`config.mk`:
```
export PLATFORM = sky130hd
export DESIGN_NAME = player_data_tx
export DESIGN_NICKNAME = d
export VERILOG_FILES = /design/src/rtl/player_data_tx.sv
export SDC_FILE = /design/constraint.sdc
export NUM_CORES = 1
export LEC_CHECK = 0
export BUFFER_PORTS_ARGS = -buffer_cell sky130_fd_sc_hd__clkbuf_2
export CAP_MARGIN = 15
export CORE_MARGIN = 2
export CORE_UTILIZATION = 50
export DETAILED_ROUTE_END_ITERATION = 8
export GPL_ROUTABILITY_DRIVEN = 0
export MAX_ROUTING_LAYER = met4
export PLACE_DENSITY = 0.71
export SETUP_SLACK_MARGIN = 0.2
export SYNTH_ARGS = -nofsm -noshare
export SYNTH_HDL_FRONTEND = slang
export SYNTH_SLANG_ARGS = --single-unit
```
`constraint.sdc`:
```
create_clock -name clk -period 2.2 [get_ports clk]
set_input_delay 0.44 -clock clk [delete_from_list [all_inputs] [get_ports clk]]
set_output_delay 0.44 -clock clk [all_outputs]
set_load 0.05 [all_outputs]
```
`src/rtl/player_data_tx.sv`:
```
// Frames the local player state into a 6-byte UART packet (sync, payload, checksum).
// It sends one packet per send_tick and queues at most one more request.
module player_data_tx #(
    parameter logic [7:0] SYNC_BYTE = 8'hA5
) (
    input  logic        clk,
    input  logic        rst,
    input  logic        send_tick,
    input  logic [1:0]  game_active,
    input  logic [11:0] char_x,
    input  logic [3:0]  class_aggro,
    input  logic [6:0]  boss_hp,
    input  logic        tx_busy,
    output logic [7:0]  tx_data,
    output logic        tx_wr,
    output logic        pkt_sent,
    output logic        overrun,
    output logic        busy
);

    typedef enum logic [2:0] {IDLE, LOAD, SEND, HOLD, DONE} state_t;

    state_t      r_state;
    logic        r_pending;
    logic [3:0]  r_seq;
    logic [11:0] r_x;
    logic [3:0]  r_aggro;
    logic [6:0]  r_hp;
    logic [1:0]  r_ga;
    logic [3:0]  r_pseq;
    logic [7:0]  r_chk;
    logic [2:0]  r_idx;

    logic [7:0]  w_in_b1, w_in_b2, w_in_b3, w_in_b4;
    logic [7:0]  w_byte;

    // The checksum is formed from the live inputs in the same cycle they are captured.
    assign w_in_b1 = char_x[7:0];
    assign w_in_b2 = {class_aggro, char_x[11:8]};
    assign w_in_b3 = {1'b0, boss_hp};
    assign w_in_b4 = {r_seq, 2'b00, game_active};

    always_comb begin
        w_byte = SYNC_BYTE;
        case (r_idx)
            3'd0:    w_byte = SYNC_BYTE;
            3'd1:    w_byte = r_x[7:0];
            3'd2:    w_byte = {r_aggro, r_x[11:8]};
            3'd3:    w_byte = {1'b0, r_hp};
            3'd4:    w_byte = {r_pseq, 2'b00, r_ga};
            3'd5:    w_byte = r_chk;
            default: w_byte = SYNC_BYTE;
        endcase
    end

    always_ff @(posedge clk or posedge rst) begin
        if (rst) begin
            r_state   <= IDLE;
            r_pending <= 1'b0;
            r_seq     <= 4'd0;
            r_x       <= 12'd0;
            r_aggro   <= 4'd0;
            r_hp      <= 7'd0;
            r_ga      <= 2'd0;
            r_pseq    <= 4'd0;
            r_chk     <= 8'd0;
            r_idx     <= 3'd0;
            tx_data   <= 8'd0;
            tx_wr     <= 1'b0;
            pkt_sent  <= 1'b0;
            overrun   <= 1'b0;
            busy      <= 1'b0;
        end else begin
            tx_wr    <= 1'b0;
            pkt_sent <= 1'b0;
            overrun  <= 1'b0;

            // Any request outside IDLE (DONE included) is queued once, then dropped.
            if (r_state != IDLE && send_tick) begin
                if (r_pending) overrun   <= 1'b1;
                else           r_pending <= 1'b1;
            end

            case (r_state)
                IDLE: begin
                    if (send_tick || r_pending) begin
                        r_pending <= 1'b0;
                        if (game_active != 2'd0) begin
                            r_state <= LOAD;
                            busy    <= 1'b1;
                        end
                    end
                end
                LOAD: begin
                    r_x     <= char_x;
                    r_aggro <= class_aggro;
                    r_hp    <= boss_hp;
                    r_ga    <= game_active;
                    r_pseq  <= r_seq;
                    r_chk   <= w_in_b1 ^ w_in_b2 ^ w_in_b3 ^ w_in_b4;
                    r_idx   <= 3'd0;
                    r_state <= SEND;
                end
                SEND: begin
                    if (!tx_busy) begin
                        tx_data <= w_byte;
                        tx_wr   <= 1'b1;
                        r_state <= HOLD;
                    end
                end
                HOLD: begin
                    if (r_idx == 3'd5) begin
                        r_state <= DONE;
                    end else begin
                        r_idx   <= r_idx + 3'd1;
                        r_state <= SEND;
                    end
                end
                DONE: begin
                    pkt_sent <= 1'b1;
                    r_seq    <= r_seq + 4'd1;
                    busy     <= 1'b0;
                    r_state  <= IDLE;
                end
                default: begin
                    r_state <= IDLE;
                    busy    <= 1'b0;
                end
            endcase
        end
    end

endmodule
```
==> summary.txt <==
Status
  – Outcome: finished, final reports clean

Synthesis
  – Post-synth top flop: dfrtp_1
  – Mapped Nets: 261
  – Synth top area share: 53.1%
  – Post-synth top cells: dfrtp_1 (60), mux2_2 (37), xnor2_1 (23)
  – Compound-Gate Fraction of Synth Area: 9.78%
  – Count leader, synth: dfrtp_1
  – Asr flop ratio synth: 100%
  – Synth area leaders: dfrtp_1 (53%), mux2_2 (15%), xnor2_1 (7.1%)
  – Yosys synthesis warning count: 0
  – Synth Register Bits: 60
  – Post-Synth XOR/XNOR Area: 7.43%
  – Netlist cell types: 38
  – Synth Area in Simple Gates: 8.14%
  – Largest family of logic cells by synthesized area: multiplexers
  – Synthesized cell area: 2830 sq um
  – Synthesized-area fraction occupied by adder cells: 2.65%
  – Synth area leader: dfrtp_1
  – Syn Area/Cell: 12.5 sq um
  – Number of synthesized flops with an enable pin: 0
  – Post-Synthesis Cells: 226
  – Sequential area share after synthesis: 53.1%
  – Mux share of post-synthesis cell area: 15.5%

Floorplan
  – Die height: 79.2 microns
  – Total die area: 6270 sq um
  – Die X: 79.2 microns
  – FP Rows: 27
  – Starting density of the core: 51.7%
  – Core region area: 5470 sq um
  – Top Ports: 41

Pwr
  – PD cells: 1350 nW/um^2
  – Maximum vdd drop: 627 uV
  – Total internal power: 2790 uW
  – Sequential Power Share: 41.8%
  – Clock power share: 20.8%
  – Switching Fraction: 37.0%
  – NetSw: 1640 uW
  – Static leakage: 0.00148 uW
  – Combinational fraction of design power: 37.3%

Setup path
  – Crit path cell chain: inv_1 > ha_1 > a211oi_1 > a21boi_0 > a31oi_1
  – CP Launch Type: flop
  – CP endpoint kind: flop
  – Worst-path fanout max: 17
  – WS Path Type: reg2reg
  – Buffers & Inverters on Critical Path: 1
  – Worst path max stage delay: 0.55 ns
  – Max stage delay cell, worst path: ha_1
  – WP data arrival: 1.95 ns
  – Critical Path RT: 2.40 ns
  – Crit-path leading delay family: compound AO/OA/AOI/OAI gates

Global routing
  – GR Util All Layers: 19.6%
  – Largest net degree at the start of global routing: 61
  – Number of global-route vias before repair: 1900
  – First-pass GRT wire length: 9.03 mm
  – Initial antenna violation count: 0
  – Grt ovf: 0

Layout
  – Finished Layout Cells: 345
  – Fin nets: 304
  – Fillers: 475
  – Area growth from synthesis to layout: 16.2%
  – Share of cells above drive strength 1: 36.3%
  – Antenna fix cells: 0

Routing
  – Final wirelength: 5.36 mm
  – DRT iter0 DRCs: 184
  – Vias: 1869
  – Via density per instance: 5.42
  – Final ANT Viol Nets: 0
  – Wire per inst: 15.5 microns
  – DRT Pass-1 Iters: 4
  – Post-route DRC: 0

Placement
  – # placed instances: 330
  – PortBufs: 40
  – Post-DP HPWL: 3.66 mm

Clock tree
  – Clock Pin Slew Worst Setup and Hold Paths: 0.06 ns
  – Number of buffers inserted by hold repair at cts: 0
  – Clk sinks: 60
  – Longest Clk Path Bufs: 2
  – Number of post-CTS setup repair buffers: 0
  – Worst skew pair latency: 0.33 ns
  – CTS tree: done
  – # resized after CTS: 0
  – Num CTS Buffers: 9
  – H-tree Lvls: 3
  – Root Driver: clkbuf_8

Timing
  – Crit share post-route: 79.2%
  – Hold_ws: 0.140 ns
  – Fin. max-slew vios: 0
  – RSZ-0062 raised after global routing: false
  – Setup-failing EPs final: 0
  – Min Tclk post-route: 1.74 ns
  – Clock Skew: 0.00535 ns
  – Setup TNS: 0 ns
  – Slew headroom: 58.9%
  – Max Fclk: 0.574 GHz
  – Slew @ Worst Pin: 0.617 ns
  – Hold Vio Cnt, Final: 0

Run
  – Max-Cap Viols: 0

Worst hold path
  – Worst hold path type: in2async
[state kept, by name, summed over array words and instances (netlist names)]
name and cells:
pkt_sent 1, tx_wr 1, overrun 1, tx_data 8, r_seq 4, r_aggro 4
r_hp 7, r_chk 8, r_pseq 4, r_pending 1, r_idx 3, r_state 3
r_ga 2, r_x 12, busy 1
[kinds of logic (layout without fill, tap and decap cells)]
| logic type | Yosys count | count (layout) |
|---|---|---|
| flip-flops | 60 | 60 |
| AO/OA/AOI/OAI | 40 | 40 |
| AND/OR/NAND/NOR | 40 | 40 |
| multiplexers | 39 | 39 |
| XOR/XNOR | 24 | 24 |
| buffers and inverters | 17 | 64 |
| adder cells (fa/ha/maj) | 6 | 6 |
[layout make-up]
class                   instances  area (sq um)  area share, %
multi-input cells             149          1230           37.5
repair buffers                 44           255           7.77
clock inverters                 1          5.00          0.152
clock buffers                  14           183           5.56
flip-flops and latches         60          1500           45.7
inverters                       5          18.8          0.571
well taps                      72          90.1           2.74
[metal layers]
layer / GRT usage [%] / vias up / wire length [microns]
met5: - / - / 0
met4: 7.93 / 0 / 82
met3: 5.80 / 9 / 234
met2: 29.5 / 36 / 2570
met1: 25.0 / 927 / 2480
li1: - / 897 / -
[power by group through the flow]
stage	clock network, uW	logic, uW	registers [uW]
2_1_floorplan	0	1060	2040
3_3_place_gp	0	1610	1860
3_5_place_dp	0	1670	1870
4_1_cts	944	1670	1850
5_1_grt	999	1810	1900
6_report	923	1650	1850
[worst reg2reg max path: cells and delay by family, from the launching register on]
family,cells,cell delay (ns)
compound gates,3,0.56
fa+ha+maj,1,0.55
flops,1,0.41
buf+inv,1,0.09
[stage by stage]
stage	util (%)	cell area (sq um)	setup slack, ns	total power [uW]
after floorplan	-	2830	0.275	3100
after global placement	56.6	3100	0.564	3470
after detailed placement	56.6	3100	0.485	3540
after CTS	60.0	3280	0.459	4470
after global routing	60.0	3280	0.361	4710
final	60.0	3280	0.458	4420
[worst paths after layout]
check                      slack (ns)  cells past startpoint                     end            startpoint
max in group asynchronous        1.81                      3      r_x[6]$_DFFE_PP0P_                   rst
min in group clk                 0.34                      3       overrun$_DFF_PP0_             send_tick
hold / removal                   0.14                      3      r_x[4]$_DFFE_PP0P_                   rst
hold reg to reg                  0.50                      1      r_x[7]$_DFFE_PP0P_    r_x[7]$_DFFE_PP0P_
setup / recovery                 0.46                      5  tx_data[7]$_DFFE_PP0P_  r_idx[1]$_DFFE_PP0P_
setup reg to reg                 0.46                      5  tx_data[7]$_DFFE_PP0P_  r_idx[1]$_DFFE_PP0P_
[cells in the final DEF, fill, tap and decap left out, types with 2 or more instances in the layout]
master / n
a211oi_1: 2
a21oi_1: 9
a222oi_1: 2
a22o_1: 2
a22oi_1: 5
a31oi_1: 6
a32o_1: 2
and3_1: 2
buf_12: 2
buf_4: 2
clkbuf_2: 40
clkbuf_8: 13
dfrtp_1: 60
ha_1: 6
inv_1: 4
mux2_1: 2
mux2_2: 37
nand2_1: 7
nand2b_1: 2
nand3_1: 2
nand3b_1: 4
nor2_1: 16
nor2b_1: 2
o2111ai_1: 2
o21ai_0: 4
xnor2_1: 23
Power figures use the tool's default switching activity.
